`src/rtl/alu_pkg.sv`:
```
// Shared types and helpers for the ALU datapath slices.
package alu_pkg;

  typedef enum logic [1:0] {IDLE, BUSY, DONE} state_t;

  localparam logic OP_ADD = 1'b0;
  localparam logic OP_SUB = 1'b1;

  // Width of a counter that indexes k items; never narrower than one bit.
  function automatic int idx_width(input int k);
    int w;
    w = 1;
    while ((1 << w) < k) w++;
    return w;
  endfunction

endpackage

```
`src/rtl/add_chunk.sv`:
```
// Combinational W-bit adder slice with carry in/out.
module add_chunk #(
  parameter int W = 8
) (
  input  logic [W-1:0] A,
  input  logic [W-1:0] B,
  input  logic         Cin,
  output logic [W-1:0] S,
  output logic         Cout
);

  assign {Cout, S} = {1'b0, A} + {1'b0, B} + {{W{1'b0}}, Cin};

endmodule

```
`src/rtl/seq_add_sub.sv`:
```
// Multi-cycle N-bit adder/subtractor: one CHUNK-wide slice per clock with a
// registered carry, valid/ready on both sides, signed-overflow and zero flags.
module seq_add_sub
  import alu_pkg::*;
#(
  parameter int N     = 32,
  parameter int CHUNK = 8
) (
  input  logic         clk,
  input  logic         reset,
  input  logic         in_valid,
  output logic         in_ready,
  input  logic [N-1:0] a,
  input  logic [N-1:0] b,
  input  logic         sub,
  output logic         out_valid,
  input  logic         out_ready,
  output logic [N-1:0] sum,
  output logic         cout,
  output logic         ovf,
  output logic         zero
);

  localparam int K  = N / CHUNK;
  localparam int IW = idx_width(K);
  localparam logic [IW-1:0] LAST_IDX = IW'(K - 1);

  if (N % CHUNK != 0) begin : g_chunk_check
    $error("seq_add_sub: N must be a multiple of CHUNK");
  end

  state_t           state_q;
  logic             in_ready_q;
  logic             out_valid_q;
  logic [N-1:0]     a_q;
  logic [N-1:0]     b_q;
  logic [N-1:0]     sum_q;
  logic             carry_q;
  logic             cout_q;
  logic             ovf_q;
  logic             zero_q;
  logic [IW-1:0]    idx_q;

  logic [CHUNK-1:0] chunk_a;
  logic [CHUNK-1:0] chunk_b;
  logic [CHUNK-1:0] chunk_s;
  logic             chunk_c;
  logic [N-1:0]     sum_d;

  assign chunk_a = a_q[int'(idx_q)*CHUNK +: CHUNK];
  assign chunk_b = b_q[int'(idx_q)*CHUNK +: CHUNK];

  add_chunk #(.W(CHUNK)) u_add_chunk (
    .A    (chunk_a),
    .B    (chunk_b),
    .Cin  (carry_q),
    .S    (chunk_s),
    .Cout (chunk_c)
  );

  // Result with the current slice merged in, so the final-slice flags see the full word.
  always_comb begin
    sum_d = sum_q;
    sum_d[int'(idx_q)*CHUNK +: CHUNK] = chunk_s;
  end

  always_ff @(posedge clk) begin
    if (reset) begin
      state_q     <= IDLE;
      in_ready_q  <= 1'b1;
      out_valid_q <= 1'b0;
      a_q         <= '0;
      b_q         <= '0;
      sum_q       <= '0;
      carry_q     <= 1'b0;
      idx_q       <= '0;
      cout_q      <= 1'b0;
      ovf_q       <= 1'b0;
      zero_q      <= 1'b0;
    end else begin
      case (state_q)
        IDLE: begin
          if (in_valid) begin
            a_q        <= a;
            b_q        <= (sub == OP_ADD) ? b : ~b;
            carry_q    <= (sub == OP_SUB);
            idx_q      <= '0;
            sum_q      <= '0;
            in_ready_q <= 1'b0;
            state_q    <= BUSY;
          end
        end
        BUSY: begin
          sum_q   <= sum_d;
          carry_q <= chunk_c;
          idx_q   <= idx_q + 1'b1;
          if (idx_q == LAST_IDX) begin
            cout_q      <= chunk_c;
            // b_q is already inverted for subtract, so this is the A+B' overflow rule.
            ovf_q       <= (a_q[N-1] == b_q[N-1]) && (sum_d[N-1] != a_q[N-1]);
            zero_q      <= (sum_d == '0);
            out_valid_q <= 1'b1;
            state_q     <= DONE;
          end
        end
        DONE: begin
          if (out_ready) begin
            out_valid_q <= 1'b0;
            in_ready_q  <= 1'b1;
            state_q     <= IDLE;
          end
        end
        default: begin
          out_valid_q <= 1'b0;
          in_ready_q  <= 1'b1;
          state_q     <= IDLE;
        end
      endcase
    end
  end

  assign in_ready  = in_ready_q;
  assign out_valid = out_valid_q;
  assign sum       = sum_q;
  assign cout      = cout_q;
  assign ovf       = ovf_q;
  assign zero      = zero_q;

endmodule

```
`config.mk`:
```
export PLATFORM = sky130hd
export DESIGN_NAME = seq_add_sub
export DESIGN_NICKNAME = d
export VERILOG_FILES = /design/src/rtl/alu_pkg.sv /design/src/rtl/add_chunk.sv /design/src/rtl/seq_add_sub.sv
export SDC_FILE = /design/constraint.sdc
export NUM_CORES = 1
export LEC_CHECK = 0
export ABC_AREA = 1
export CAP_MARGIN = 20
export CORE_MARGIN = 1
export CORE_UTILIZATION = 57
export CTS_CLUSTER_SIZE = 16
export DETAILED_ROUTE_END_ITERATION = 6
export PLACE_DENSITY_LB_ADDON = 0.1
export SYNTH_ARGS = -nofsm -noshare
export SYNTH_HDL_FRONTEND = slang
export SYNTH_SLANG_ARGS = --single-unit
```
`constraint.sdc`:
```
create_clock -name clk -period 9.5 [get_ports clk]
set_clock_uncertainty 0.2 [all_clocks]
set_input_delay 1.9 -clock clk [delete_from_list [all_inputs] [get_ports clk]]
set_output_delay 1.9 -clock clk [all_outputs]
set_load 0.005 [all_outputs]
```
## After elaboration in Yosys (flattened, before gate mapping)

Index checks and enable logic that the tools add are counted.

| cells by class | value |
|---|---|
| bitwise operators | 3 |
| shift operators | 4 |
| add/subtract/negate cells | 4 |
| mux-type cells | 18 |
| reduce and logical (&&, ||, !) cells | 10 |
| eq/ne operators | 8 |

Operator list:

| cell | number |
|---|---|
| 2-to-1 mux 32 bit | 2 |
| one-hot mux 32 bit (2 select lines) | 1 |
| indexed part select 32 x 6 -> 8 bit | 2 |
| negation 5 -> 33 bit | 1 |
| variable shift 8 x 33 -> 32 bit (first input constant) | 1 |
| indexed part select 8 x 33 -> 32 bit | 1 |
| bitwise mux 32 bit | 1 |
| zero test 32 bit | 1 |
| NOT 32 bit | 1 |
| adder 8 x 8 -> 9 bit | 1 |
| adder 9 x 1 -> 9 bit | 1 |
| AND reduction 3 bit | 3 |
| 2-to-1 mux 2 bit | 4 |
| != test 2 bit (second input constant) | 3 |
| one-hot mux 1 bit (3 select lines) | 2 |
| one-hot mux 2 bit (3 select lines) | 1 |
| AND reduction 2 bit | 3 |
| 2-to-1 mux 1 bit | 5 |
| == test 2 bit (second input constant) | 2 |
| one-hot mux 2 bit (2 select lines) | 1 |
| adder 2 x 1 -> 2 bit (second input constant) | 1 |
| == test 2 x 1 -> 1 bit (second input constant) | 1 |
| zero test 2 bit | 1 |
| NOT 1 bit | 2 |
| 5 further kinds | 5 |

| word-level totals | value |
|---|---|
| bits in registers | 106 |
| word-level logic and storage cells | 58 |

## Longest topological paths before layout

| depth | value |
|---|---|
| depth after elaboration | 7 |
| mapped depth | 23 |
| depth with buffers taken out | 20 |

## Hierarchy

A second synthesis with hierarchy kept.

| second synthesis, totals | value |
|---|---|
| cells, all modules | 817 |
| area total of the unflattened synthesis | 5597.9 sq um |

Modules (own cells, without submodules):

| module | sequential area each (sq um) | times used | cells each | area an instance (sq um) |
|---|---|---|---|---|
| seq_add_sub | 2122.0 | 1 | 758 | 5213.8 |
| add_chunk | 0.0 | 1 | 59 | 384.1 |

## Least setup slack after synthesis

OpenSTA, ideal clock, no wires.

| timing path | value |
|---|---|
| path type | reg2reg |
| start | reg idx_q[0] |
| end | reg zero_q, in the netlist zero |
| library setup time | 0.131 ns |
| stages on the path, launching flop included | 24 |
| arrival time | 2.948 ns |
| period minus slack after synthesis | 3.279 ns |
| path slack | 6.221 ns |
| cells stage by stage | dfxtp_1 -> buf_6 -> buf_2 -> inv_1 -> clkbuf_1 -> o21ai_0 -> o22ai_1 -> fa_1 -> inv_1 -> fa_1 -> nor2_1 -> nand2_1 -> nor2_2 -> nor2_2 -> nand2_1 -> nor2_1 -> nand2_1 -> nor2_1 -> nand2_1 -> nor2_1 -> nand2_1 -> nor2_1 -> nand3_1 -> a21oi_2 |

| between the ends | value |
|---|---|
| word-level cells in the longest chain between the ends | 6 |
| elaborated cells between the ends (all ways) | 11 |
| classes of those cells | add/sub: 3; eq/ne: 1; shift: 4; mux: 1; reduce/logical: 2 |

RTL lines:

| what | RTL line | text |
|---|---|---|
| from (decl) | seq_add_sub.sv:42 | `logic [IW-1:0] idx_q;` |
| from (signal assigned) | seq_add_sub.sv:96 | `idx_q <= idx_q + 1'b1;` |
| indexed part select 32 x 6 -> 8 bit, on equally long branches | seq_add_sub.sv:50, seq_add_sub.sv:51 |  |
| adder 8 x 8 -> 9 bit | add_chunk.sv:12 | `assign {Cout, S} = {1'b0, A} + {1'b0, B} + {{W{1'b0}}, Cin};` |
| adder 9 x 1 -> 9 bit | add_chunk.sv:12 |  |
| indexed part select 8 x 33 -> 32 bit | seq_add_sub.sv:64 | `sum_d[int'(idx_q)*CHUNK +: CHUNK] = chunk_s;` |
| bitwise mux 32 bit | seq_add_sub.sv:64 |  |
| zero test 32 bit | seq_add_sub.sv:101 | `zero_q <= (sum_d == '0);` |
| to (signal assigned) | seq_add_sub.sv:101 |  |
| to (decl) | seq_add_sub.sv:41 | `logic zero_q;` |

Several ways; a longest one is shown, not always the timed one.
A chain may end at the register's enable or synchronous reset.

## Final worst setup path

| timing path | value |
|---|---|
| start | reg idx_q[1] |
| end | reg zero_q, in the netlist zero |

The elaborated chain is that of the path after synthesis.

==> metrics.md <==
| Metric | Value |
|---|---|
| Clk_lat worst skew | `380 ps` |
| H-tree depth | `3` |
| TritonCTS clock tree | `done` |
| Max-slew violations | `0` |
| All-Layer GR Usage | `29.53%` |
| Crit path buf inv count | `3` |
| Reg area | `0.002122 mm^2` |
| Initial antenna violation count | `0` |
| Synth-to-Final Area Change | `23.12%` |
| Slew Limit Headroom | `39.87%` |
| CTS Sinks | `106` |
| Clock transition at the registers of the reported paths | `120 ps` |
| # setup viols final | `0` |
| Combinational Power Share | `28.2%` |
| DR pass1 iterations | `7` |
| Yosys top cell by area | `dfxtp_1` |
| Antenna diodes | `0` |
| Post-synthesis adder-cell area fraction | `3.644%` |
| Hold EP | `in_ready$_SDFFE_PP1P_` |
| Synth Area in Compound Gates | `18.06%` |
| Reg2reg end | `zero$_SDFFE_PP0P_` |
| Pwr Total | `1074 uW` |
| Max clock buf depth | `2` |
| Critical path's top delay family | `simple AND/OR/NAND/NOR gates` |
| Yosys cell types | `37` |
| Peak VDD IR | `0.1130 mV` |
| Clock power share | `26.1%` |
| Most common cell after layout, fill and taps aside | `nor2_1` |
| GR Overflow Total | `0` |
| Register area share after synthesis | `38.15%` |
| CTS Buf Count | `9` |
| Final WL | `14310 um` |
| Crit-path cells | `clkinv_1, o21ai_0, o22ai_1, fa_1, inv_1, fa_1, inv_1, nand2_1, nand2_2, nand3_2, nand3_1, nand4_1, o21ai_0, nor3_1, nand3_1, a21oi_2` |
| Final instance area | `0.006849 mm^2` |
| R2R depth | `16` |
| Status | `finished, final reports clean` |
| HPWL after DPL | `10370 um` |
| Die height | `100.8 um` |
| Switching Share | `34.71%` |
| XOR/XNOR Fraction of Synth Area | `5.038%` |
| Fin crit share | `46.75%` |
| Max-cap check violation count | `0` |
| Max incr delay on CP | `800 ps` |
| Most frequent cells in the layout | `nor2_1 (159), nand2_1 (148), dfxtp_1 (106)` |
| Drt initial violations | `375` |
| Top cells by area, synth | `dfxtp_1 (38%), nor2_1 (11%), nand2_1 (10%), o21ai_0 (6.8%), xnor2_1 (4.7%)` |
| Footprint of the multi-input gates | `0.003030 mm^2` |
| Wire length per cell | `14.08 um` |
| Leak pwr | `0.002706 uW` |
| # Post-CTS Setup Buffers | `0` |
| Register bit count reported by yosys | `106` |
| Largest family of logic cells by synthesized area | `simple AND/OR/NAND/NOR gates` |
| # DRC | `0` |
| Fraction of layout instances using a drive strength above 1 | `6.313%` |
| Slowest-stage cell, CP | `dfxtp_1` |
| Gpl congestion | `0.8923` |
| Final Hold Viols | `0` |
| Flop pwr share | `45.7%` |
| F_max | `225.2 MHz` |
| Post-synth EDFFs | `0` |
| RSZ-0062 raised after global routing | `false` |
| Worst Path Arrival | `4550 ps` |
| Worst setup SP type | `register` |
| Number of I/O port buffers | `105` |
| Hold Buf Count CTS | `0` |
| NetSw | `372.9 uW` |
| Worst Path Max Fanout | `21` |
| Post-Syn Area per Cell | `6.902 um^2` |
| Worst r2r src | `idx_q[1]$_SDFFE_PP0P_` |
| Die W | `100.8 um` |
| Internal | `701.4 uW` |
| Final min period | `4441 ps` |
| Cells after Synth | `806` |
| Crit. End Element | `register` |
| Syn. warnings | `0` |
| DRT antenna net count | `0` |
| Fillers | `800` |
| CTS root buffer | `clkbuf_8` |
| Vias | `5452` |
| Syn Std Cell Area | `0.005563 mm^2` |
| Largest net degree at the start of global routing | `94` |
| Least-Margin Pin Slew | `901.9 ps` |
| Setup total negative slack | `0 ps` |
| Area fraction of the dominant cell type after synthesis | `38.15%` |
| Ys async rst share | `0%` |
| PostCTS Resize Cnt | `0` |
| Syn nets | `890` |
| # IOs | `106` |
| Post-DP Area | `0.006621 mm^2` |
| Hold Crit Depth | `2` |
| HP Start | `in_ready$_SDFFE_PP1P_` |
| Vias in the first global route | `5029` |
| Die area | `0.01016 mm^2` |
| First-pass GRT wire length | `23840 um` |
| Core area | `0.009328 mm^2` |
| PD cells | `156.8 mW/mm^2` |
| Post-synthesis mux area share | `0%` |
| CP Class | `register to register` |
| Layout net count | `966` |
| Required @ worst endpoint | `9610 ps` |
| Post-DR vias/cell | `5.366` |
| Post-Synth Simple-Gate Area | `27.69%` |
| Row count | `35` |
| FF-to-FF setup slack | `5060 ps` |
| Initial core utilization | `59.64%` |
| Min-Delay Path Class | `register to register` |
| Top FF cell, synth | `dfxtp_1` |
metrics by stage:
stage / setup slack, ps / hold WS (ps) / instances / utilization [%]
after floorplan: 6221 / 230.3 / 806 / -
after global placement: 4273 / 235.6 / 998 / 70.82
after detailed placement: 4466 / 243.7 / 999 / 70.99
after CTS: 4851 / 262.6 / 1015 / 73.13
after global routing: 4663 / 291.7 / 1016 / 73.43
final: 5059 / 257.8 / 1016 / 73.43
power by group through the flow:
stage	clock network, uW	logic [uW]	registers [uW]
2_1_floorplan	0	205	496
3_3_place_gp	0	289	499
3_5_place_dp	0	297	501
4_1_cts	283	297	490
5_1_grt	301	337	494
6_report	281	303	491
worst max path at each step:
stage	startpoint	to	slack (ps)	cells after the start
2_1_floorplan	idx_q[0]$_SDFFE_PP0P_	zero$_SDFFE_PP0P_	6220	23
3_3_place_gp	in_valid	carry_q$_SDFFE_PP0P_	4270	7
3_5_place_dp	in_valid	idx_q[0]$_SDFFE_PP0P_	4470	8
4_1_cts	in_valid	sum[25]$_SDFFE_PP0P_	4850	8
5_1_grt	idx_q[1]$_SDFFE_PP0P_	zero$_SDFFE_PP0P_	4660	16
6_report	idx_q[1]$_SDFFE_PP0P_	zero$_SDFFE_PP0P_	5060	16
cell usage after synthesis (3+ instances only):
library cell and number:
nand2_2 10, a21oi_1 43, o21ai_0 76, clkbuf_1 32, buf_1 4, inv_2 7, nand4_1 8, nor2_1 160
nand3_2 3, o22ai_1 14, dfxtp_1 106, xnor2_1 30, ha_1 13, nand3_1 31, inv_1 50, nand2_1 148
nor2_2 6, buf_2 9, a211oi_1 31
worst min-delay path: cells and delay by family (launching register included):
family | cells | cell delay (ps)
flops | 1 | 330
simple gates | 2 | 100
per-layer routing:
metal  global-route usage [%]  share of wire, %  up-vias
met4                    7.804               1.3        0
met1                    39.17                45     2486
met3                    3.953               5.1       15
met5                        0                 0        -
li1                         -                 -     2781
met2                    50.58                49      170
registers in the layout, summed over array words and instances, names as in the netlist:
signal / cells
idx_q: 2
sum: 32
zero: 1
state_q: 2
carry_q: 1
in_ready: 1
a_q: 32
out_valid: 1
ovf: 1
cout: 1
b_q: 32
final cells by class:
class,instances,area share (%)
tap,129,2.357
clock buffer,10,2.009
inverter,59,3.233
sequential,106,30.98
timing repair buffer,111,16.26
multi-input combinational,595,44.25
clock inverter,6,0.9134
cell families after synthesis:
family | Yosys count
AO/OA/AOI/OAI | 176
adder cells (fa/ha/maj) | 15
XOR/XNOR | 32
buffers and inverters | 105
flip-flops | 106
AND/OR/NAND/NOR | 372
Power figures use the tool's default switching activity.
